`src/rtl/fifo_reader_pkg.sv`:
```
// fifo_stream_reader shared types.
// State encoding, latency constant, word type.
package fifo_reader_pkg;

  typedef enum logic {
    RUN   = 1'b0,
    FLUSH = 1'b1
  } state_e;

  localparam int READ_LATENCY = 1;
  localparam int DEF_FIFO_WIDTH = 16;

  typedef logic [DEF_FIFO_WIDTH-1:0] word_t;

  // 1-bit circular pointer step.
  function automatic logic ptr_inc(input logic p);
    return ~p;
  endfunction

endpackage

```
`src/rtl/fifo_stream_reader_buf.sv`:
```
// prefetch_buf: 2-entry circular buffer.
// Absorbs the FIFO read latency.
module prefetch_buf
  import fifo_reader_pkg::*;
#(
  parameter int W     = 16,
  parameter int DEPTH = 2
) (
  input  logic         clk,
  input  logic         rst,
  input  logic         clr,
  input  logic         push,
  input  logic         pop,
  input  logic [W-1:0] din,
  output logic         full,
  output logic         empty,
  output logic [1:0]   occ,
  output logic [W-1:0] dout
);

  logic         head_q, head_d;
  logic         tail_q, tail_d;
  logic [1:0]   occ_q, occ_d;
  logic [W-1:0] mem_q [2];
  logic [W-1:0] mem_d [2];
  logic         do_pop;
  logic         do_push;

  assign empty   = (occ_q == 2'd0);
  assign full    = (occ_q == 2'(DEPTH));
  assign occ     = occ_q;
  assign dout    = mem_q[head_q];
  assign do_pop  = pop && !empty;
  assign do_push = push && (!full || do_pop);

  // Pointer, occupancy and storage update.
  always_comb begin
    head_d = head_q;
    tail_d = tail_q;
    occ_d  = occ_q;
    mem_d  = mem_q;
    if (clr) begin
      head_d = 1'b0;
      tail_d = 1'b0;
      occ_d  = 2'd0;
    end else begin
      if (do_push) begin
        mem_d[tail_q] = din;
        tail_d        = ptr_inc(tail_q);
      end
      if (do_pop) begin
        head_d = ptr_inc(head_q);
      end
      unique case ({do_push, do_pop})
        2'b10:   occ_d = occ_q + 2'd1;
        2'b01:   occ_d = occ_q - 2'd1;
        default: occ_d = occ_q;
      endcase
    end
  end

  // Control state with synchronous reset.
  always_ff @(posedge clk) begin
    if (rst) begin
      head_q <= 1'b0;
      tail_q <= 1'b0;
      occ_q  <= 2'd0;
    end else begin
      head_q <= head_d;
      tail_q <= tail_d;
      occ_q  <= occ_d;
    end
  end

  // Storage needs no reset; occ gates visibility.
  always_ff @(posedge clk) begin
    mem_q <= mem_d;
  end

endmodule

```
`src/rtl/fifo_stream_reader.sv`:
```
// fifo_stream_reader: FIFO read side to
// valid/ready stream with flush and counters.
module fifo_stream_reader
  import fifo_reader_pkg::*;
#(
  parameter int FIFO_WIDTH = 16,
  parameter int BUF_DEPTH  = 2,
  parameter int CNT_WIDTH  = 16
) (
  input  logic                  clk,
  input  logic                  rst,
  input  logic                  fifo_empty,
  input  logic                  fifo_underflow,
  input  logic [FIFO_WIDTH-1:0] fifo_data_out,
  output logic                  fifo_rd_en,
  output logic                  m_valid,
  output logic [FIFO_WIDTH-1:0] m_data,
  input  logic                  m_ready,
  input  logic                  flush,
  output logic [CNT_WIDTH-1:0]  word_count,
  output logic                  underflow_err
);

  state_e               state_q, state_d;
  logic                 inflight_q, inflight_d;
  logic [CNT_WIDTH-1:0] cnt_q, cnt_d;
  logic                 uerr_q, uerr_d;
  logic                 run;
  logic [1:0]           occ;
  logic [1:0]           pending;
  logic                 buf_full;
  logic                 buf_empty;
  logic                 buf_push;
  logic                 buf_pop;
  logic                 buf_clr;

  assign run     = !rst && (state_q == RUN);
  assign pending = occ + {1'b0, inflight_q};

  // A same-cycle pop does not free a slot.
  assign fifo_rd_en = run && !fifo_empty &&
                      (pending < 2'(BUF_DEPTH));

  assign m_valid  = run && !buf_empty;
  assign buf_clr  = run && flush;
  assign buf_push = run && inflight_q && !flush;
  assign buf_pop  = m_valid && m_ready && !flush;

  prefetch_buf #(
    .W     (FIFO_WIDTH),
    .DEPTH (BUF_DEPTH)
  ) u_buf (
    .clk   (clk),
    .rst   (rst),
    .clr   (buf_clr),
    .push  (buf_push),
    .pop   (buf_pop),
    .din   (fifo_data_out),
    .full  (buf_full),
    .empty (buf_empty),
    .occ   (occ),
    .dout  (m_data)
  );

  // Flush holds until the last in-flight read lands.
  always_comb begin
    state_d = state_q;
    unique case (state_q)
      RUN:     if (flush) state_d = FLUSH;
      FLUSH:   if (!inflight_q) state_d = RUN;
      default: state_d = RUN;
    endcase
  end

  // Read tracking, delivery count, sticky error.
  always_comb begin
    inflight_d = fifo_rd_en;
    cnt_d      = cnt_q;
    if (buf_pop) begin
      cnt_d = cnt_q + CNT_WIDTH'(1);
    end
    uerr_d = uerr_q | fifo_underflow;
  end

  // Registered control state.
  always_ff @(posedge clk) begin
    if (rst) begin
      state_q    <= RUN;
      inflight_q <= 1'b0;
      cnt_q      <= '0;
      uerr_q     <= 1'b0;
    end else begin
      state_q    <= state_d;
      inflight_q <= inflight_d;
      cnt_q      <= cnt_d;
      uerr_q     <= uerr_d;
    end
  end

  assign word_count    = cnt_q;
  assign underflow_err = uerr_q;

  // Capture must never overflow the buffer.
  always_ff @(posedge clk) begin
    if (!rst) begin
      assert (!(buf_push && buf_full && !buf_pop))
        else $error("prefetch buffer overflow");
      assert (pending <= 2'(BUF_DEPTH))
        else $error("occ + inflight exceeds depth");
    end
  end

endmodule

```
`config.mk`:
```
export PLATFORM = sky130hd
export DESIGN_NAME = fifo_stream_reader
export DESIGN_NICKNAME = d
export VERILOG_FILES = /design/src/rtl/fifo_reader_pkg.sv /design/src/rtl/fifo_stream_reader_buf.sv /design/src/rtl/fifo_stream_reader.sv
export SDC_FILE = /design/constraint.sdc
export NUM_CORES = 1
export LEC_CHECK = 0
export BUFFER_PORTS_ARGS = -buffer_cell sky130_fd_sc_hd__buf_2
export CAP_MARGIN = 5
export CORE_ASPECT_RATIO = 0.7
export CORE_MARGIN = 5
export CORE_UTILIZATION = 54
export CTS_BUF_LIST = sky130_fd_sc_hd__clkbuf_8
export DETAILED_ROUTE_END_ITERATION = 10
export PLACE_DENSITY_LB_ADDON = 0.2
export SLEW_MARGIN = 30
export SYNTH_ARGS = -nofsm -noshare
export SYNTH_HDL_FRONTEND = slang
export SYNTH_SLANG_ARGS = --single-unit
```
`constraint.sdc`:
```
create_clock -name clk -period 2.7 [get_ports clk]
set_input_delay 0.135 -clock clk [delete_from_list [all_inputs] [get_ports clk]]
set_output_delay 0.135 -clock clk [all_outputs]
set_load 0.02 [all_outputs]
```
==> results of run 1 <==
==> layout make-up <==
cell class,instances,area [µm²],area share
sequential,55,1420,0.515
clock buffer,5,68.8,0.0250
timing repair buffer,71,425,0.154
multi-input combinational,111,742,0.269
inverter,4,15.0,0.00544
tap,52,65.1,0.0236
clock inverter,3,20.0,0.00726
==> kinds of logic after synthesis <==
logic type | after synthesis | synth area share
buf+inv | 11 | 0.0204
xor+xnor | 10 | 0.0397
mux | 17 | 0.0861
flops | 55 | 0.644
fa+ha+maj | 2 | 0.0113
compound gates | 24 | 0.0555
simple gates | 58 | 0.143
==> worst paths after layout <==
path | depth (start not counted) | slack, ps | endpoint | start
setup / recovery | 4 | 570 | word_count[15] | state_q
hold / removal | 1 | 20 | u_buf.mem_q[24] | fifo_data_out[8]
setup reg to reg | 4 | 570 | word_count[15] | state_q
hold reg to reg | 2 | 470 | underflow_err | underflow_err
==> worst max-delay path: stages, from the launching register on <==
cell and delay, ps:
dfxtp_1 340, or2_1 350, or4_1 710, or4_1 520, a21oi_1 140
==> per-layer routing <==
metal / global-route usage / wire [µm]
met4: 0.0409 / 38
met3: 0.0677 / 258
met5: 0 / 0
met2: 0.232 / 1940
met1: 0.193 / 1850
==> power by group through the flow <==
stage          combinational [µW]  sequential (µW)  clock [µW]
2_1_floorplan                27.5              917           0
3_3_place_gp                 55.9              916           0
3_5_place_dp                 56.6              916           0
4_1_cts                      57.7              897         456
5_1_grt                      78.0              898         497
6_report                     70.8              897         439
==> cell usage in the layout (no fill, tap or decap), types with 5 or more instances in the layout <==
cell type,synthesis,layout
nand3_1,7,7
clkbuf_8,0,5
a21oi_1,12,12
dlygate4sd3_1,0,13
buf_2,3,56
xnor2_1,9,9
edfxtp_1,32,32
o21ai_0,11,11
or3_1,9,9
mux2_2,16,16
nor2_1,16,16
dfxtp_1,23,23
==> metrics by stage <==
step                      instance area [µm²]  power, µW
after floorplan                          2210        945
after global placement                   2540        972
after detailed placement                 2540        973
after CTS                                2640       1410
after global routing                     2760       1470
final                                    2760       1410
==> sequential cells by signal, indices dropped and copies added (netlist names) <==
| name | flops |
|---|---|
| state_q | 1 |
| inflight_q | 1 |
| u_buf.head_q | 1 |
| word_count | 16 |
| u_buf.occ | 2 |
| u_buf.tail_q | 1 |
| underflow_err | 1 |
| u_buf.mem_q | 32 |
==> results.sh, run 1 <==
export IMPL_die_y_um=63.5
export IMPL_drt_pass1_iter_count=4
export IMPL_synth_top_area_cell="edfxtp_1"
export IMPL_cts_hold_buf=1
export IMPL_netSwitchingPower_uw=298
export IMPL_synth_edf_count=32
export IMPL_gp_congestion=0.822
export IMPL_ant_nets=0
export IMPL_layout_nets=272
export IMPL_slew_headroom=0.494
export IMPL_initial_core_util=0.560
export IMPL_numPortBuffers=56
export IMPL_clk_pin_slew_worst_paths_ps=100
export IMPL_cts_max_path_buffers=2
export IMPL_p_leak_uw=0.00100
export IMPL_slew_viol_final=0
export IMPL_cts_tree="built"
export IMPL_synth_cell_types=30
export IMPL_fp_dieArea_um2=5490
export IMPL_hold_path_class="in -> reg"
export IMPL_fin_tns_setup_ps=0
export IMPL_worst_slack_ps=574
export IMPL_area_growth_pct=24.9
export IMPL_diodes=0
export IMPL_pre_cts_ws_ps=508
export IMPL_holdWs_ps=16.9
export IMPL_worstSkewPairLatency_ps=310
export IMPL_tightest_slew_ps=758
export IMPL_die_w_um=86.4
export IMPL_htree_levels=2
export IMPL_p_int_uw=1110
export IMPL_io_pins=57
export IMPL_grt_start_max_net_pins=22
export IMPL_grt_pass1_wl_mm=6.43
export IMPL_routedWlPerCell_um=13.6
export IMPL_grt_pass1_vias=1409
export IMPL_clockPowerShare=0.312
export IMPL_hold_viol=0
export IMPL_drive_gt1_frac=0.341
export IMPL_dp_cells=280
export IMPL_fmax_mhz=470
export IMPL_power_density_nw_per_um2=510
export IMPL_yosysWarnings=0
export IMPL_syn_instance_count=177
export IMPL_timing_max_cap_violations=0
export IMPL_avgSynthCellArea_um2=12.5
export IMPL_design_core_area_um2=3950
export IMPL_vias_per_cell=5.12
export IMPL_post_synth_top_count_cell="edfxtp_1"
export IMPL_synth_area_um2=2210
export IMPL_cp_max_fo=11
export IMPL_skew_ps=9.72
export IMPL_p_seq_frac=0.638
export IMPL_grt_overflow=0
export IMPL_yosys_register_bits=55
export IMPL_vdd_ir_drop_max_uv=398
export IMPL_drt_iter0_markers=97
export IMPL_numCtsBuffers=5
export IMPL_setup_viol=0
export IMPL_drc=0
export IMPL_rsz0062_at_grt="false"
export IMPL_root_buffer="clkbuf_8"
export IMPL_final_cell_count_no_fill=301
export IMPL_critPathArrivalTime_ps=2370
export IMPL_ys_seq_area_frac=0.644
export IMPL_synthTopCellsByArea="edfxtp_1, dfxtp_1, mux2_2"
export IMPL_cts_setup_buffers=0
export IMPL_place_hpwl_mm=2.83
export IMPL_fin_crit_sh=0.787
export IMPL_netSwitchingFraction=0.212
export IMPL_vias=1542
export IMPL_async_reset_ff_frac=0
export IMPL_cp_start_kind="register"
export IMPL_required_ps=2950
export IMPL_fillCellCount=304
export IMPL_synthTopCellsByCount="edfxtp_1, dfxtp_1, mux2_2, nor2_1, a21oi_1"
export IMPL_cp_end_kind="register"
export IMPL_status="completed"
export IMPL_finalCoreUtilization=0.699
export IMPL_syn_num_nets=201
export IMPL_fp_row_count=19
export IMPL_ctsResizeCount=0
export IMPL_grt_antenna_before_repair=0
export IMPL_power_share_combinational=0.050
export IMPL_cts_sinks=55
export IMPL_synth_top_cell_area_share=0.435
export IMPL_gr_usage_all_layers=0.151
export IMPL_wl_mm=4.09
export IMPL_synth_ff_type="edfxtp_1"
export IMPL_fin_crit_ps=2130
export IMPL_worstSetupPathType="reg -> reg"
(Power assumes the default switching activity.)
==> run 2: changes to the inputs <==
--- a/config.mk
+++ b/config.mk
@@ -9,7 +9,7 @@
 export CAP_MARGIN = 5
 export CORE_ASPECT_RATIO = 0.7
 export CORE_MARGIN = 5
-export CORE_UTILIZATION = 54
+export CORE_UTILIZATION = 49
 export CTS_BUF_LIST = sky130_fd_sc_hd__clkbuf_8
 export DETAILED_ROUTE_END_ITERATION = 10
 export PLACE_DENSITY_LB_ADDON = 0.2
==> constraint.sdc (replaced) <==
create_clock -name clk -period 1.7 [get_ports clk]
set_input_delay 0.085 -clock clk [delete_from_list [all_inputs] [get_ports clk]]
set_output_delay 0.085 -clock clk [all_outputs]
set_load 0.02 [all_outputs]
==> results.sh, run 2 (synthesis results as in run 1) <==
export IMPL_status="complete, but fails checks"
export IMPL_violations="negative setup slack"
export IMPL_drt_iter0_markers=50
export IMPL_vias_per_cell=4.99
export IMPL_design_core_area_um2=4350
export IMPL_slowest_delay_ps=600
export IMPL_dp_cells=305
export IMPL_drt_pass1_iter_count=4
export IMPL_fin_crit_sh=1.02
export IMPL_die_y_um=66.2
export IMPL_grt_pass1_vias=1638
export IMPL_drive_gt1_frac=0.475
export IMPL_grt_start_max_net_pins=21
export IMPL_hold_path_class="in -> reg"
export IMPL_multi_input_area_um2=830
export IMPL_grt_overflow=0
export IMPL_area_growth_pct=42.1
export IMPL_clockPowerShare=0.317
export IMPL_crit_family="simple AND/OR/NAND/NOR gates"
export IMPL_crit_top_cell="or4_4"
export IMPL_cts_max_path_buffers=2
export IMPL_numPortBuffers=56
export IMPL_slowest_stage="or4_4"
export IMPL_worstSkewPairLatency_ps=300
export IMPL_timing_max_cap_violations=0
export IMPL_worstSetupPathType="reg -> reg"
export IMPL_fp_row_count=20
export IMPL_largest_register="u_buf.mem_q"
export IMPL_diodes=0
export IMPL_final_cell_mix="buf_2, edfxtp_1, buf_4"
export IMPL_layout_nets=301
export IMPL_fillCellCount=295
export IMPL_fp_dieArea_um2=5970
export IMPL_cts_tree="built"
export IMPL_dr_wl_met2_mm=2.12
export IMPL_fin_area_um2=3140
export IMPL_path_buf_inv=0
export IMPL_clk_pin_slew_worst_paths_ps=100
export IMPL_netSwitchingFraction=0.221
export IMPL_grt_pass1_wl_mm=7.65
export IMPL_setup_viol=3
export IMPL_drc=0
export IMPL_slew_headroom=0.779
export IMPL_dr_max_layer_used="met4"
export IMPL_required_ps=1950
export IMPL_hold_viol=0
export IMPL_initial_core_util=0.507
export IMPL_root_buffer="clkbuf_8"
export IMPL_die_w_um=90.2
export IMPL_worst_slack_ps=-37.5
export IMPL_numCtsBuffers=5
export IMPL_tightest_slew_ps=329
export IMPL_rsz0062_at_grt="true"
export IMPL_cts_sinks=55
export IMPL_cp_end_kind="register"
export IMPL_gr_usage_all_layers=0.160
export IMPL_wl_met3_um=264
export IMPL_fin_crit_ps=1740
export IMPL_p_leak_uw=0.00119
export IMPL_io_pins=57
export IMPL_ant_nets=0
export IMPL_netSwitchingPower_uw=505
export IMPL_slew_viol_final=0
export IMPL_place_area_um2=2790
export IMPL_power_density_nw_per_um2=729
export IMPL_final_cell_count_no_fill=333
export IMPL_p_int_uw=1780
export IMPL_final_common_cell="buf_2"
export IMPL_grt_antenna_before_repair=0
export IMPL_routedWlPerCell_um=13.6
export IMPL_vias=1663
export IMPL_finalPower_uw=2290
export IMPL_wl_mm=4.52
export IMPL_p_seq_frac=0.619
export IMPL_vdd_ir_drop_max_uv=558
export IMPL_cp_start_kind="register"
export IMPL_wl_met1_mm=2.10
export IMPL_largest_reg_flops=32
export IMPL_gp_congestion=0.766
export IMPL_critPathArrivalTime_ps=1990
export IMPL_skew_ps=3.59
export IMPL_htree_levels=2
export IMPL_place_hpwl_mm=3.02
export IMPL_power_share_combinational=0.065
export IMPL_fmax_mhz=576
export IMPL_cp_max_fo=7
export IMPL_seqCellArea_um2=1450
export IMPL_path_cells="nand4_1, or4_4, or4_4, a21oi_2"
-- run 2: changes by cell type in the layout (fill, tap and decap cells not counted), moves of 3 or more --
cell and delta:
buf_4 +21, dfxtp_2 +3, or4_1 -3, dlygate4sd3_1 +4, or4_4 +3, dfxtp_4 +6
dfxtp_1 -9, nor2_1 -3
-- run 2: per-layer routing --
layer	vias to the layer above	global-route usage
li1	843	-
met1	770	0.212
met2	45	0.258
met3	5	0.0455
met4	0	0.0502
met5	-	0
-- run 2: through the flow --
| step | utilization | hold WS (ps) | setup slack (ps) | TNS (ps) |
|---|---|---|---|---|
| floorplan | - | 164 | -77.7 | -1200 |
| global placement | 0.641 | 270 | -77.7 | -195 |
| detailed placement | 0.641 | 274 | -101 | -301 |
| CTS | 0.714 | 6.08 | -38.5 | -59.8 |
| global route | 0.721 | 14.7 | -87.5 | -442 |
| finish | 0.721 | 6.30 | -37.5 | -75.1 |
-- run 2: worst paths after layout --
path                                      from              to  slack (ps)  cells after the start
worst min register to register   underflow_err   underflow_err         490                      2
worst max register to register   word_count[0]  word_count[15]         -40                      4
worst min-delay path            fifo_underflow   underflow_err           6                      3
worst max-delay path             word_count[0]  word_count[15]         -40                      4
-- run 2: area by class of cell --
cell class / instances / share of cell area
sequential: 55 / 0.461
multi-input combinational: 111 / 0.264
timing repair buffer: 100 / 0.219
clock buffer: 5 / 0.0219
tap: 55 / 0.0219
clock inverter: 3 / 0.00718
inverter: 4 / 0.00478
-- run 2: power groups by stage --
stage               clock, µW  sequential, µW  combinational (µW)
finish                    725            1420                 148
global route              803            1420                 161
CTS                       740            1420                 146
detailed placement          0            1450                 110
global placement            0            1440                 109
floorplan                   0            1450                48.4
-- run 2: what timing repair did --
item / in CTS / in global routing
hold endpoints to repair: 33 / 0
setup endpoints to repair: 9 / 8
pin swaps: 7 / 6
hold buffers: 17 / 0
setup buffers: 3 / 0
resized for setup: 9 / 6
-- run 2: worst reg2reg max path: cells and delay by family, from the launching register on --
family	cells	cell delay [ps]
AO/OA/AOI/OAI	1	130
flip-flops	1	380
AND/OR/NAND/NOR	3	1180
